### config.mk
export PLATFORM = sky130hd
export DESIGN_NAME = mem_arbiter
export DESIGN_NICKNAME = d
export VERILOG_FILES = /design/src/rtl/mem_arb_pkg.sv /design/src/rtl/arb_starve_ctr.sv /design/src/rtl/mem_arbiter.sv
export SDC_FILE = /design/constraint.sdc
export NUM_CORES = 1
export LEC_CHECK = 0
export ABC_AREA = 1
export ABC_CLOCK_PERIOD_IN_PS = 9700
export CORE_UTILIZATION = 34
export DETAILED_ROUTE_END_ITERATION = 8
export DONT_BUFFER_PORTS = 1
export HOLD_SLACK_MARGIN = 0.08
export PLACE_DENSITY_LB_ADDON = 0.1
export SLEW_MARGIN = 10
export SYNTH_ARGS = -nofsm -noshare
export SYNTH_HDL_FRONTEND = slang
export SYNTH_SLANG_ARGS = --single-unit
export TNS_END_PERCENT = 1
### constraint.sdc
create_clock -name clk -period 9.7 [get_ports clk]
set_input_delay 1.94 -clock clk [delete_from_list [all_inputs] [get_ports clk]]
set_output_delay 1.94 -clock clk [all_outputs]
set_load 0.01 [all_outputs]
### src/rtl/mem_arb_pkg.sv
// Shared types and grant encodings for the unified-memory arbiter.
package mem_arb_pkg;

    typedef enum logic [2:0] {
        IDLE,
        BUSY_IF,
        BUSY_DM,
        RESP_IF,
        RESP_DM
    } arb_state_t;

    localparam logic [1:0] GNT_NONE = 2'b00;
    localparam logic [1:0] GNT_IF   = 2'b01;
    localparam logic [1:0] GNT_DM   = 2'b10;

endpackage

### src/rtl/arb_starve_ctr.sv
// Saturating count of consecutive tie-break losses by the fetch port.
import mem_arb_pkg::*;

module arb_starve_ctr #(
    parameter int MAX_STARVE = 4
) (
    input  logic clk,
    input  logic rst,
    input  logic inc,
    input  logic clr,
    output logic at_limit
);

    // A limit of zero still needs a one-bit counter that simply never leaves zero.
    localparam int CW = (MAX_STARVE < 1) ? 1 : $clog2(MAX_STARVE + 1);
    localparam logic [CW-1:0] LIMIT = CW'(MAX_STARVE);

    logic [CW-1:0] count_reg;

    always_ff @(posedge clk or posedge rst) begin
        if (rst) begin
            count_reg <= '0;
        end else if (clr) begin
            count_reg <= '0;
        end else if (inc && (count_reg != LIMIT)) begin
            count_reg <= count_reg + CW'(1);
        end
    end

    assign at_limit = (count_reg == LIMIT);

endmodule

### src/rtl/mem_arbiter.sv
// Arbitrates the fetch and data ports of the pipeline onto one single-ported
// memory, one access at a time, with registered handshakes and stall outputs.
import mem_arb_pkg::*;

module mem_arbiter #(
    parameter int DATA_WIDTH = 32,
    parameter int ADDR_WIDTH = 32,
    parameter int MAX_STARVE = 4
) (
    input  logic                  clk,
    input  logic                  rst,
    input  logic                  if_req,
    input  logic [ADDR_WIDTH-1:0] if_addr,
    output logic [DATA_WIDTH-1:0] if_rdata,
    output logic                  if_ready,
    input  logic                  dm_req,
    input  logic                  dm_we,
    input  logic                  dm_byte,
    input  logic [ADDR_WIDTH-1:0] dm_addr,
    input  logic [DATA_WIDTH-1:0] dm_wdata,
    output logic [DATA_WIDTH-1:0] dm_rdata,
    output logic                  dm_ready,
    output logic                  mem_req,
    output logic                  mem_we,
    output logic                  mem_byte,
    output logic [ADDR_WIDTH-1:0] mem_addr,
    output logic [DATA_WIDTH-1:0] mem_wdata,
    input  logic [DATA_WIDTH-1:0] mem_rdata,
    input  logic                  mem_ack,
    output logic                  stall_f,
    output logic                  stall_m,
    output logic [1:0]            gnt
);

    arb_state_t            state_reg;
    logic                  mem_req_reg;
    logic                  mem_we_reg;
    logic                  mem_byte_reg;
    logic [ADDR_WIDTH-1:0] mem_addr_reg;
    logic [DATA_WIDTH-1:0] mem_wdata_reg;
    logic [1:0]            gnt_reg;
    logic                  if_ready_reg;
    logic                  dm_ready_reg;
    logic [DATA_WIDTH-1:0] if_rdata_reg;
    logic [DATA_WIDTH-1:0] dm_rdata_reg;

    logic tie;
    logic grant_if;
    logic at_limit;
    logic starve_inc;
    logic starve_clr;

    // Data wins ties unless fetch has already lost MAX_STARVE of them in a row.
    assign tie        = if_req & dm_req;
    assign grant_if   = if_req & (~dm_req | at_limit);
    assign starve_inc = (state_reg == IDLE) & tie & ~at_limit;
    assign starve_clr = (state_reg == IDLE) & grant_if;

    arb_starve_ctr #(
        .MAX_STARVE(MAX_STARVE)
    ) u_starve (
        .clk     (clk),
        .rst     (rst),
        .inc     (starve_inc),
        .clr     (starve_clr),
        .at_limit(at_limit)
    );

    always_ff @(posedge clk or posedge rst) begin
        if (rst) begin
            state_reg     <= IDLE;
            mem_req_reg   <= 1'b0;
            mem_we_reg    <= 1'b0;
            mem_byte_reg  <= 1'b0;
            mem_addr_reg  <= '0;
            mem_wdata_reg <= '0;
            gnt_reg       <= GNT_NONE;
            if_ready_reg  <= 1'b0;
            dm_ready_reg  <= 1'b0;
            if_rdata_reg  <= '0;
            dm_rdata_reg  <= '0;
        end else begin
            case (state_reg)
                IDLE: begin
                    if (grant_if) begin
                        state_reg     <= BUSY_IF;
                        mem_req_reg   <= 1'b1;
                        mem_we_reg    <= 1'b0;
                        mem_byte_reg  <= 1'b0;
                        mem_addr_reg  <= if_addr;
                        mem_wdata_reg <= '0;
                        gnt_reg       <= GNT_IF;
                    end else if (dm_req) begin
                        state_reg     <= BUSY_DM;
                        mem_req_reg   <= 1'b1;
                        mem_we_reg    <= dm_we;
                        mem_byte_reg  <= dm_byte;
                        mem_addr_reg  <= dm_addr;
                        mem_wdata_reg <= dm_wdata;
                        gnt_reg       <= GNT_DM;
                    end
                end
                BUSY_IF: begin
                    if (mem_ack) begin
                        state_reg    <= RESP_IF;
                        mem_req_reg  <= 1'b0;
                        gnt_reg      <= GNT_NONE;
                        if_rdata_reg <= mem_rdata;
                        if_ready_reg <= 1'b1;
                    end
                end
                BUSY_DM: begin
                    if (mem_ack) begin
                        state_reg    <= RESP_DM;
                        mem_req_reg  <= 1'b0;
                        gnt_reg      <= GNT_NONE;
                        dm_ready_reg <= 1'b1;
                        // Writes leave the last read result visible to the pipeline.
                        if (!mem_we_reg) begin
                            dm_rdata_reg <= mem_rdata;
                        end
                    end
                end
                RESP_IF, RESP_DM: begin
                    state_reg    <= IDLE;
                    if_ready_reg <= 1'b0;
                    dm_ready_reg <= 1'b0;
                end
                default: begin
                    state_reg <= IDLE;
                end
            endcase
        end
    end

    assign mem_req   = mem_req_reg;
    assign mem_we    = mem_we_reg;
    assign mem_byte  = mem_byte_reg;
    assign mem_addr  = mem_addr_reg;
    assign mem_wdata = mem_wdata_reg;
    assign gnt       = gnt_reg;
    assign if_ready  = if_ready_reg;
    assign dm_ready  = dm_ready_reg;
    assign if_rdata  = if_rdata_reg;
    assign dm_rdata  = dm_rdata_reg;
    assign stall_f   = if_req & ~if_ready_reg;
    assign stall_m   = dm_req & ~dm_ready_reg;

endmodule
==> key figures <==
Worst setup path
  – Sequence of cells on the critical path: inv_1 > nor2_1
  – Crit. End Element: output pin
  – Flop2flop setup slack: slightly above 7 ns
  – R2r endpoint: mem_wdata[7]$_DFFE_PP0P_
  – CP startpoint: if_req
  – Worst setup endpoint: stall_f
  – Crit-path max cell delay: around 0.2 ns
  – Crit path depth: 2
  – CP arrival: 2.22 ns
  – Reg-to-reg startpoint: state_reg[1]$_DFFE_PP0P_
  – Crit-path max FO: 5
  – Crit-path slowest cell: nor2_1
  – Buf/Inv on CP: 1
  – Reg2reg path depth: 7
  – Crit path launch type: primary input
  – CP delay by family, top: simple AND/OR/NAND/NOR gates
  – Crit Path Category: in -> out
  – Worst path required time: between 7 and 8 ns

Logic synthesis
  – Post-synth ARST share: 1.000
  – Synth Instances: 696
  – Post-synth top flop: dfrtp_1
  – Post-synth EDFFs: 0
  – Synth Area in XOR/XNOR: 0.001477
  – Synth unique cells: 20
  – Register area share after synthesis: 0.5952
  – Post-Synth Adder-Cell Area: 0.004221
  – Synth Register Bits: 141
  – Largest family of logic cells by synthesized area: simple AND/OR/NAND/NOR gates
  – Compound-gate portion of the synthesized area: 0.05044
  – Yosys Warn Count: 0
  – Mapped Area: 5928 um^2
  – Post-synthesis simple-gate area fraction: 0.2868
  – Mux share of post-synthesis cell area: 0
  – Syn nets: between 800 and 900
  – Post-Synthesis Mean Instance Area: approximately 8.5 um^2

Finish
  – Area growth syn-to-layout: 12.52%
  – Most frequent cells in the layout: nand2_1 (344), dfrtp_1 (141), nand3_1 (71)
  – Layout Nets: 817
  – Commonest non-fill, non-tap cell in the layout: nand2_1
  – Fill count: 1,727
  – FF+latch area: 3528 um^2
  – Layout cell share with drive strength beyond 1: 0.06358
  – Area occupied by multi-input gates: 2051 um^2
  – Ant. Diodes: 0

Placed design
  – IO buf count: 0
  – Post-DP HPWL: just over 10,000 um
  – GPL Wtd Cong: 0.7700

Global route
  – Initial antenna violation count: 0
  – Total congestion overflow: 0
  – Number of global-route vias before repair: 4,625
  – First-pass GRT wire length: 25,010 um
  – Tot GR Track Use: 0.1806
  – Largest net degree at the start of global routing: 101

Die
  – IO Pins: 272
  – Die Area: 17,970 um^2
  – Die Wd: 134.0 um
  – Row count: between 40 and 50
  – Core Area: 16,820 um^2
  – Initial Util: 0.3525
  – Die Height: between 100 and 150 um

Clock network
  – Clk Latency, worst-skew pair: 0.42 ns
  – CTS Sinks: about 140
  – Hold_buf cts: 0
  – Cts bufs inserted: 17
  – Clk buf depth: 2
  – Clock transition at path regs: roughly 0.06 ns
  – Clock Tree Root: clkbuf_16
  – TritonCTS clock tree: built
  – Post-CTS sizing: 0
  – Clock H-tree levels: 4
  – Setup bufs post-CTS: 0

Power
  – Static Leak: around 0.0036 uW
  – Peak supply drop: 0.0002733 V
  – Pwr/cell area: 364.8 nW/um^2

Timing
  – Min Tclk post-route: 4.163 ns
  – Max Slew Vio Count: 0
  – Final Hold Viols: 0
  – WHS: approximately 0.54 ns
  – Peak Freq: about 0.24 GHz
  – Setup violators final: 0
  – Final Skew: 0.01166 ns
  – Worst slew pin tran: between 1 and 1.5 ns
  – Setup repair after global routing missed its margin: false
  – Tcrit/Tclk final: 0.4291
  – Fin Setup TNS: 0 ns
  – Slew Limit Headroom: 0.2414

Worst hold path
  – WHS Path Cells: 2
  – Hold WC Path Type: reg -> reg

Detailed routing
  – Final wirelength: around 15,000 um
  – Post-DRT Antenna Nets: 0
  – TritonRoute pass-1 iters: 6
  – Detailed-route via count: 4,552
  – DRT iter0 DRCs: 185
  – Drt via density: 4.991
  – Routed WL per cell: 16.97 um
  – # DRC: 0

Run
  – MaxCap Viol Count: 0

Status
  – Status: completed
## through the flow
step	total power (uW)	area, um^2	worst slack (ns)	utilization	instances
2_1_floorplan	1605	5928	3.979	-	696
3_3_place_gp	1759	6055	5.546	0.3600	881
3_5_place_dp	1782	6055	5.527	0.3600	881
4_1_cts	2475	6670	5.527	0.3966	912
5_1_grt	2622	6670	5.521	0.3966	912
6_report	2433	6670	5.537	0.3966	912
## area by class of cell
class | count | share of cell area
Multi-Input combinational cell | 472 | 0.3074
Timing Repair Buffer | 4 | 0.004502
Inverter | 44 | 0.02551
Tap cell | 220 | 0.04127
Clock inverter | 12 | 0.02439
Clock buffer | 19 | 0.06790
Sequential cell | 141 | 0.5290
## power by group
group | internal (uW) | total, uW | switching (uW) | leakage [uW]
sequential | 860 | 1200 | 341 | 0.00177
combinational | 180 | 555 | 375 | 0.00155
clock | 419 | 678 | 258 | 0.000296
total | 1460 | 2430 | 975 | 0.00361
## cell usage after synthesis, types with 2 or more instances
| cell type | number | area (um^2) |
|---|---|---|
| dfrtp_1 | 141 | 3528 |
| o211ai_1 | 32 | 240.2 |
| clkbuf_1 | 16 | 60.06 |
| nor2_1 | 7 | 26.28 |
| ha_1 | 2 | 25.02 |
| nand2_1 | 345 | 1295 |
| nand3_1 | 71 | 355.3 |
| inv_2 | 3 | 11.26 |
| buf_2 | 17 | 85.08 |
| inv_1 | 41 | 153.9 |
| a21oi_1 | 2 | 10.01 |
| o21ai_0 | 8 | 40.04 |
| buf_6 | 4 | 45.04 |
## worst min-delay path by stage
stage                     slack (ns)                startpoint                        to
after floorplan                 0.51        gnt[0]$_DFFE_PP0P_        gnt[0]$_DFFE_PP0P_
after global routing            0.56  dm_rdata[24]$_DFFE_PP0P_  dm_rdata[24]$_DFFE_PP0P_
after global placement          0.52  if_rdata[18]$_DFFE_PP0P_  if_rdata[18]$_DFFE_PP0P_
final                           0.54  if_rdata[18]$_DFFE_PP0P_  if_rdata[18]$_DFFE_PP0P_
after detailed placement        0.53  if_rdata[18]$_DFFE_PP0P_  if_rdata[18]$_DFFE_PP0P_
after CTS                       0.54  if_rdata[18]$_DFFE_PP0P_  if_rdata[18]$_DFFE_PP0P_
## per-layer routing
metal,vias to the layer above,global-route usage,share of wire
li1,2152,-,-
met1,2172,0.2078,0.40
met2,203,0.2910,0.48
met3,25,0.07785,0.099
met4,0,0.08177,0.023
met5,-,0,0
## worst reg2reg max path, stage by stage, from the launching register on
cell and delay, ns:
dfrtp_1 0.46, nor2_4 0.17, nand2_1 0.13, a21oi_4 0.12, buf_4 0.56, inv_2 0.68
nand2_1 0.22, nand2_1 0.08
## cells by family (layout without fill, tap and decap cells)
kind of cell	Yosys count	in the layout
buf+inv	83	79
simple gates	426	426
flops	141	141
compound gates	43	43
fa+ha+maj	2	2
xor+xnor	1	1
Power figures use the tool's default switching activity.
